<file path="src/rtl/vga_timing_gen.sv">
// 640x480@60 raster generator and VGA output stage: pixel counters, sync decode, and a
// colour/sync alignment pipeline so sync and blanked colour leave on the same cycle.
module vga_timing_gen #(
    parameter int unsigned H_VIS     = 640,
    parameter int unsigned H_FP      = 16,
    parameter int unsigned H_SYNC    = 96,
    parameter int unsigned H_BP      = 48,
    parameter int unsigned V_VIS     = 480,
    parameter int unsigned V_FP      = 10,
    parameter int unsigned V_SYNC    = 2,
    parameter int unsigned V_BP      = 33,
    parameter bit          SYNC_POL  = 1'b0,
    parameter int unsigned COLOR_LAT = 0
) (
    input  logic        clk25,
    input  logic        Reset,
    input  logic [2:0]  red_in,
    input  logic [2:0]  green_in,
    input  logic [1:0]  blue_in,
    output logic [9:0]  xpos,
    output logic [9:0]  ypos,
    output logic        visible,
    output logic        hsync,
    output logic        vsync,
    output logic [2:0]  vga_red,
    output logic [2:0]  vga_green,
    output logic [1:0]  vga_blue,
    output logic        frame_tick,
    output logic [15:0] frame_count
);

    localparam int unsigned H_TOT = H_VIS + H_FP + H_SYNC + H_BP;
    localparam int unsigned V_TOT = V_VIS + V_FP + V_SYNC + V_BP;
    localparam int unsigned LAT   = COLOR_LAT + 1;

    localparam logic [9:0] XLast   = 10'(H_TOT - 1);
    localparam logic [9:0] YLast   = 10'(V_TOT - 1);
    localparam logic [9:0] XVis    = 10'(H_VIS);
    localparam logic [9:0] YVis    = 10'(V_VIS);
    localparam logic [9:0] HsStart = 10'(H_VIS + H_FP);
    localparam logic [9:0] HsEnd   = 10'(H_VIS + H_FP + H_SYNC);
    localparam logic [9:0] VsStart = 10'(V_VIS + V_FP);
    localparam logic [9:0] VsEnd   = 10'(V_VIS + V_FP + V_SYNC);

    logic [9:0]  xpos_q, ypos_q;
    logic        hs_raw, vs_raw, frame_end;
    logic        frame_tick_q;
    logic [15:0] frame_count_q;
    logic [2:0]  red_q, green_q;
    logic [1:0]  blue_q;

    always_ff @(posedge clk25 or posedge Reset) begin
        if (Reset) begin
            xpos_q <= '0;
            ypos_q <= '0;
        end else if (xpos_q == XLast) begin
            xpos_q <= '0;
            ypos_q <= (ypos_q == YLast) ? '0 : ypos_q + 10'd1;
        end else begin
            xpos_q <= xpos_q + 10'd1;
        end
    end

    assign xpos      = xpos_q;
    assign ypos      = ypos_q;
    assign visible   = (xpos_q < XVis) && (ypos_q < YVis);
    assign hs_raw    = (xpos_q >= HsStart) && (xpos_q < HsEnd);
    assign vs_raw    = (ypos_q >= VsStart) && (ypos_q < VsEnd);
    assign frame_end = (xpos_q == 10'd0) && (ypos_q == YVis);

    // Sync pipeline holds active-high flags; index 0 is the undelayed decode.
    logic [LAT:1] hs_q, vs_q;
    logic [LAT:0] hs_d, vs_d;

    assign hs_d = {hs_q, hs_raw};
    assign vs_d = {vs_q, vs_raw};

    always_ff @(posedge clk25 or posedge Reset) begin
        if (Reset) begin
            hs_q <= '0;
            vs_q <= '0;
        end else begin
            hs_q <= hs_d[LAT-1:0];
            vs_q <= vs_d[LAT-1:0];
        end
    end

    assign hsync = hs_d[LAT] ? SYNC_POL : ~SYNC_POL;
    assign vsync = vs_d[LAT] ? SYNC_POL : ~SYNC_POL;

    // Visible is delayed to match the upstream colour latency; the colour register is the
    // final stage, so the whole path is LAT deep like the sync pipeline.
    logic [COLOR_LAT:0] vis_d;

    if (COLOR_LAT > 0) begin : g_vis_pipe
        logic [COLOR_LAT:1] vis_q;

        always_ff @(posedge clk25 or posedge Reset) begin
            if (Reset) begin
                vis_q <= '0;
            end else begin
                vis_q <= vis_d[COLOR_LAT-1:0];
            end
        end

        assign vis_d = {vis_q, visible};
    end else begin : g_vis_direct
        assign vis_d = visible;
    end

    always_ff @(posedge clk25 or posedge Reset) begin
        if (Reset) begin
            red_q   <= '0;
            green_q <= '0;
            blue_q  <= '0;
        end else if (vis_d[COLOR_LAT]) begin
            red_q   <= red_in;
            green_q <= green_in;
            blue_q  <= blue_in;
        end else begin
            red_q   <= '0;
            green_q <= '0;
            blue_q  <= '0;
        end
    end

    assign vga_red   = red_q;
    assign vga_green = green_q;
    assign vga_blue  = blue_q;

    always_ff @(posedge clk25 or posedge Reset) begin
        if (Reset) begin
            frame_tick_q  <= 1'b0;
            frame_count_q <= '0;
        end else begin
            frame_tick_q <= frame_end;
            if (frame_end) begin
                frame_count_q <= frame_count_q + 16'd1;
            end
        end
    end

    assign frame_tick  = frame_tick_q;
    assign frame_count = frame_count_q;

endmodule

</file>
<file path="config.mk">
export PLATFORM = sky130hd
export DESIGN_NAME = vga_timing_gen
export DESIGN_NICKNAME = d
export VERILOG_FILES = /design/src/rtl/vga_timing_gen.sv
export SDC_FILE = /design/constraint.sdc
export NUM_CORES = 1
export LEC_CHECK = 0
export BUFFER_PORTS_ARGS = -buffer_cell sky130_fd_sc_hd__buf_2
export CAP_MARGIN = 40
export CORE_ASPECT_RATIO = 1.25
export CORE_MARGIN = 4
export CORE_UTILIZATION = 41
export DETAILED_ROUTE_END_ITERATION = 10
export GPL_ROUTABILITY_DRIVEN = 1
export GPL_TIMING_DRIVEN = 0
export PLACE_DENSITY = 0.7
export SLEW_MARGIN = 20
export SYNTH_ARGS = -nofsm -noshare
export SYNTH_HDL_FRONTEND = slang
export SYNTH_SLANG_ARGS = --single-unit
</file>
<file path="constraint.sdc">
create_clock -name clk25 -period 2 [get_ports clk25]
set_clock_uncertainty 0.1 [all_clocks]
set_input_delay 0.2 -clock clk25 [delete_from_list [all_inputs] [get_ports clk25]]
set_output_delay 0.2 -clock clk25 [all_outputs]
set_load 0.02 [all_outputs]
</file>
==> impl_metrics.toml, run 1 <==
[timing]
min_period_ns = 1.908
hold_violations = 0
finalSetupViolations = 0
worst_slew_pin_slew_ns = 0.5686
timing.hold.ws_ns = 0.01570
rsz0062_at_grt = "no"
slew_violations = 0
slew_headroom_pct = 62.04
fin_crit_sh_pct = 95.39
fin_setup_tns_ns = 0
fmax_mhz = 524.2

[routing]
postRouteAntennaNets = 0
avgRoutedWirePerCell_um = 14.31
viasPerCell = 5.128
routed_wl_um = 4793
drc = 0
drt-initial-drc-count = 71
firstDrtPassIters = 4
via_count = 1718

[critical_path]
crit_family = "simple AND/OR/NAND/NOR gates"
worstPathMaxFanout = 8
cp.required_ns = 2.08
critPathMaxStageDelay_ns = 0.48
cp.buffers_inverters = 0
cp_data_arrival_time_ns = 1.99
path_cells = "or3_4 -> nor4_4 -> nand4_1 -> xnor2_1"
end_kind = "register"
startpoint_type = "register"
crit_type = "reg -> reg"
rrSetupSlack_ns = 0.09
slowest_stage = "dfrtp_1"

[layout]
area_growth_pct = 27.54
final_common_cell = "buf_2"
layout_common_cells = "57 x buf_2, 47 x dfrtp_1, 24 x nand3_1, 21 x xnor2_1, 13 x nand2_1"
drive_above_1_share_pct = 30.77
multi_input_area_um2 = 1010
regArea_um2 = 1176
nFillCells = 465
final_util_pct = 54.37
final_nets = 287
n_antenna_cell = 0

[synth]
ys_seq_elements = 47
synth_edf_count = 0
ys_seq_area_share_pct = 53.93
ys_top_cells_by_area = "dfrtp_1 54%, xnor2_1 8.4%, nand3_1 5.5%"
synth_fp_nets = 213
synth_top_cell_by_area = "dfrtp_1"
synth_top_area_share_pct = 53.93
ys.flop_type = "dfrtp_1"
yosys_warnings = 0
synth.distinct_cells = 33
post_synth.cell_area_avg_um2 = 11.01
synthArstFlopShare_pct = 100.0
syn_area_um2 = 2181
postSynthCellCount = 198

[grt]
gr-usage-all-layers_pct = 15.87
grt-ovfl-total = 0
grt_pass1_wl_um = 8004
antenna_found_initial = 0
grt_start_max_net_pins = 26
first_global_vias = 1732

[clocking]
cts_tree = "done"
clockBufferDepth = 2
cts.sinks = 47
cts_root_buf = "clkbuf_8"
clkTransAtPathRegs_ns = 0.09
clock_latency_ns = 0.30
cts-htree-levels = 2
cts_buffers = 5

[die]
rows = 29
fp.dieW_um = 73.23
initial_utilization_pct = 42.63
die_y_um = 89.54
die_area_um2 = 6557
design.core.area_um2 = 5116
io_pins = 58

[power]
power-per-cell-area_nw_per_um2 = 563.6
worst_ir_drop_vdd_v = 0.0004724
power_leakage_uw = 0.001333

[worst_hold_path]
hp-class = "in -> reg"

[place]
portBuffers = 57
gp_congestion = 0.8761
dpl.hpwl_um = 3433

[run]
max_cap_violations = 0

[outcome]
status = "finished, final reports clean"
## through the flow
step	cell area (µm²)	cells	total power (µW)	setup slack (ns)
floorplan	2181	198	1009	0.003075
global placement	2544	317	1030	-0.2353
detailed placement	2571	318	1038	-0.2550
CTS	2750	335	1598	0.0009621
global route	2781	335	1635	0.002003
finish	2781	335	1568	0.09218
## synthesized netlist by cell type (2+ instances only)
cell type,count
nor4_4,2
a21oi_1,2
a31oi_1,2
and3_1,9
xor2_1,5
nand2_1,13
and4_1,4
nand4bb_1,2
nor2_1,9
and2_1,10
xnor2_1,21
clkbuf_1,2
inv_1,7
and4b_1,2
nor3_1,4
dfrtp_1,47
nand4_1,6
o21ai_0,9
nand3_1,24
ha_1,5
## cell families (layout without fill, tap and decap cells)
group | count (synthesis) | after routing | synth area share, %
adders and majority gates | 5 | 5 | 2.869
and+or+nand+nor | 93 | 93 | 25.99
muxes | 2 | 2 | 1.147
AOI/OAI and AO/OA | 15 | 15 | 3.844
xor gates and xnor gates | 26 | 26 | 10.44
buffers and inverters | 10 | 85 | 1.779
DFF | 47 | 47 | 53.93
## area by class of cell
cell class	count	area share (%)
flip-flops and latches	47	42.29
well taps	62	2.789
clock inverters	1	0.1799
multi-input cells	141	36.30
plain buffers	2	0.4498
inverters	7	0.9447
clock buffers	7	2.744
repair buffers	68	14.30
## report_power, final
part	switching [µW]	internal, µW	total [µW]	leakage (µW)
Combinational	37.6	26.2	63.7	0.000667
Sequential	1.55	957	959	0.000624
Clock	299	246	545	0.0000422
Total	338	1230	1570	0.00133
## registers in the layout, summed over array words and instances (netlist names)
signal and count:
vga_green 3, frame_tick 1, xpos 10, ypos 10
hs_q 1, vga_red 3, vs_q 1, vga_blue 2
frame_count 16
## worst register-to-register path: stages, from the launching register on
cell     delay [ns]
dfrtp_1        0.48
or3_4          0.48
nor4_4         0.41
nand4_1        0.17
xnor2_1        0.15
## what timing repair did
| item | CTS | global route |
|---|---|---|
| setup buffers | 6 | 0 |
| gates resized for setup | 3 | 8 |
| hold buffers | 4 | 0 |
| pin swaps | 3 | 2 |
| endpoints found under the setup margin | 16 | 21 |
| endpoints found under the hold margin | 27 | 0 |
## path summary, 6_finish.rpt
kind / cells past startpoint / start / endpoint
min reg2reg: 1 / frame_count[15] / frame_count[15]
max: 4 / xpos[4] / frame_count[15]
min: 2 / red_in[2] / vga_red[2]
max reg2reg: 4 / xpos[4] / frame_count[15]
min in group asynchronous: 3 / Reset / vga_green[2]
max in group asynchronous: 4 / Reset / ypos[6]
## per-layer routing
layer / wire length, µm / up-vias / track usage (%)
met3: 269 / 4 / 3.937
met2: 2531 / 51 / 28.40
met5: 0 / - / 0
met4: 42 / 0 / 5.201
met1: 1951 / 820 / 18.39
li1: - / 843 / -
Power figures use the tool's default switching activity.
==> inputs of run 2 (changes only) <==
--- a/config.mk
+++ b/config.mk
@@ -8,11 +8,12 @@
 export BUFFER_PORTS_ARGS = -buffer_cell sky130_fd_sc_hd__buf_2
 export CAP_MARGIN = 40
 export CORE_ASPECT_RATIO = 1.25
-export CORE_MARGIN = 4
+export CORE_MARGIN = 2
 export CORE_UTILIZATION = 41
 export DETAILED_ROUTE_END_ITERATION = 10
 export GPL_ROUTABILITY_DRIVEN = 1
 export GPL_TIMING_DRIVEN = 0
+export MAX_ROUTING_LAYER = met4
 export PLACE_DENSITY = 0.7
 export SLEW_MARGIN = 20
 export SYNTH_ARGS = -nofsm -noshare
==> constraint.sdc (replaced) <==
create_clock -name clk25 -period 2 [get_ports clk25]
set_clock_uncertainty 0.1 [all_clocks]
set_input_delay 0.2 -clock clk25 [delete_from_list [all_inputs] [get_ports clk25]]
set_output_delay 0.2 -clock clk25 [all_outputs]
set_load 0.05 [all_outputs]
==> run 2 against run 1 <==
Compared with the run above:
- sequential share of layout area grew 1.2 points
- critical path depth grew 3
- clock power grew 4.8%
- die area shrank 9.7%
- hold slack lost 0.0082 ns
- power grew 2.8%
- final cell count shrank 1.5%
- first-iteration DRC count shrank 32%
- via count grew 0.23%
- largest power group unchanged
- highest routed layer unchanged
==> impl_metrics.toml, run 2 (synthesis gave the netlist of run 1 again) <==
[timing]
fin_crit_sh_pct = 95.66
hold_violations = 0
finalSetupViolations = 0
slew_violations = 0
min_period_ns = 1.913
slew_headroom_pct = 70.35
fmax_mhz = 522.7
fin_ws_ns = 0.08670
worst_slew_pin_slew_ns = 0.4441
rsz0062_at_grt = "yes"

[die]
fp.dieW_um = 69.23
die_area_um2 = 5922
die_y_um = 85.54
design.core.area_um2 = 5116
io_pins = 58
rows = 29
initial_utilization_pct = 42.63

[clocking]
cts_tree = "done"
clock_latency_ns = 0.29
clkTransAtPathRegs_ns = 0.08
cts_root_buf = "clkbuf_8"
cts.sinks = 47
cts_buffers = 5
cts-htree-levels = 2
clockBufferDepth = 2

[critical_path]
worstPathMaxFanout = 5
path_cells = "inv_1 -> ha_1 -> nand4bb_1 -> nor4_4 -> buf_4 -> nand2_2 -> mux2_4"
startpoint_type = "register"
slowest_stage = "dfrtp_2"
rrSetupSlack_ns = 0.09
cp.required_ns = 2.08
startpoint = "ypos[1]"
crit_type = "reg -> reg"
cp_data_arrival_time_ns = 1.99
worstReg2RegEnd = "frame_count[1]"
end_kind = "register"
ff2ff_path_depth = 7
endpoint = "frame_count[1]"
r2r-start = "ypos[1]"
critPathMaxStageDelay_ns = 0.44

[worst_hold_path]
holdPathStages = 2
hp-class = "in -> reg"

[layout]
nFillCells = 481
layoutNonFillerInstCount = 330
multi_input_area_um2 = 988.4
final_nets = 283
layout_common_cells = "58 x buf_2, 31 x dfrtp_1, 24 x nand3_1, 21 x xnor2_1, 16 x dfrtp_2"
n_antenna_cell = 0
regArea_um2 = 1196
area_growth_pct = 26.16
final_common_cell = "buf_2"
largest_reg_flops = 16
drive_above_1_share_pct = 35.07

[grt]
first_global_vias = 1659
antenna_found_initial = 0
grt_pass1_wl_um = 7686
grt-ovfl-total = 0
grt_start_max_net_pins = 29
gr-usage-all-layers_pct = 16.58

[place]
dpl.hpwl_um = 3336
dp_slack_ns = -0.05035
placed_cells = 318
gp_congestion = 0.8919
portBuffers = 57

[power]
power-per-cell-area_nw_per_um2 = 585.7
worst_ir_drop_vdd_v = 0.0003399
power_leakage_uw = 0.001293

[routing]
firstDrtPassIters = 4
postRouteAntennaNets = 0
routed_wl_um = 4506
viasPerCell = 5.218
drt-initial-drc-count = 48
drc = 0
via_count = 1722
avgRoutedWirePerCell_um = 13.65

[outcome]
status = "finished, final reports clean"

[run]
max_cap_violations = 0
==> run 2: cell types whose count changed in the layout (fill, tap and decap cells not counted), sizes merged <==
cell / delta
dlygate4sd3: +1
clkbuf: -2
buf: -4
==> run 2: cell type report <==
type                    instances  area share, %
plain buffers                   2         0.3638
clock buffers                   6          3.001
clock inverters                 1         0.1819
inverters                       7         0.9550
multi-input cells             141          35.93
flip-flops and latches         47          43.47
well taps                      62          2.819
repair buffers                 64          13.28
==> run 2: metrics by stage <==
step,total power (µW),TNS (ns),cell area (µm²),utilization [%],hold WS (ns)
after floorplan,1028,0,2212,-,0.2286
after global placement,1048,-2.486,2575,50.33,0.3059
after detailed placement,1055,-0.2677,2595,50.72,0.1390
after CTS,1634,0,2739,53.53,0.0002231
after global routing,1678,-0.002222,2751,53.78,0.002624
final,1612,0,2751,53.78,0.007447
==> run 2: what timing repair did <==
item                                   4_1_cts  5_1_grt
hold buffers                                 5        0
pin swaps                                    1        0
buffers inserted                             1        0
resized for setup                            1        6
setup endpoints to repair                   11       15
endpoints found under the hold margin       23        0
==> run 2: critical path: cells and delay by family (launching register included) <==
kind                       cells  cell delay, ns
and+or+nand+nor                3            0.53
muxes                          1            0.30
adders and majority gates      1            0.16
DFF                            1            0.44
buffers and inverters          2            0.27
==> run 2: worst min path at each step <==
stage,start,endpoint,slack [ns]
final,red_in[2],vga_red[2],0.007
after floorplan,blue_in[0],vga_blue[0],0.23
after global routing,red_in[2],vga_red[2],0.003
after global placement,green_in[0],vga_green[0],0.31
after detailed placement,Reset,vga_red[1],0.14
after CTS,green_in[1],vga_green[1],0.0002
==> run 2: layer usage <==
metal	track usage (%)	share of wire, %
met5	-	0
met4	7.130	1.9
met3	2.820	3.8
met2	27.45	51
met1	20.08	44
==> run 2: power by group <==
| group | internal [µW] | switching [µW] |
|---|---|---|
| sequential | 957 | 1.60 |
| clock | 272 | 300 |
| combinational | 25.9 | 55.6 |
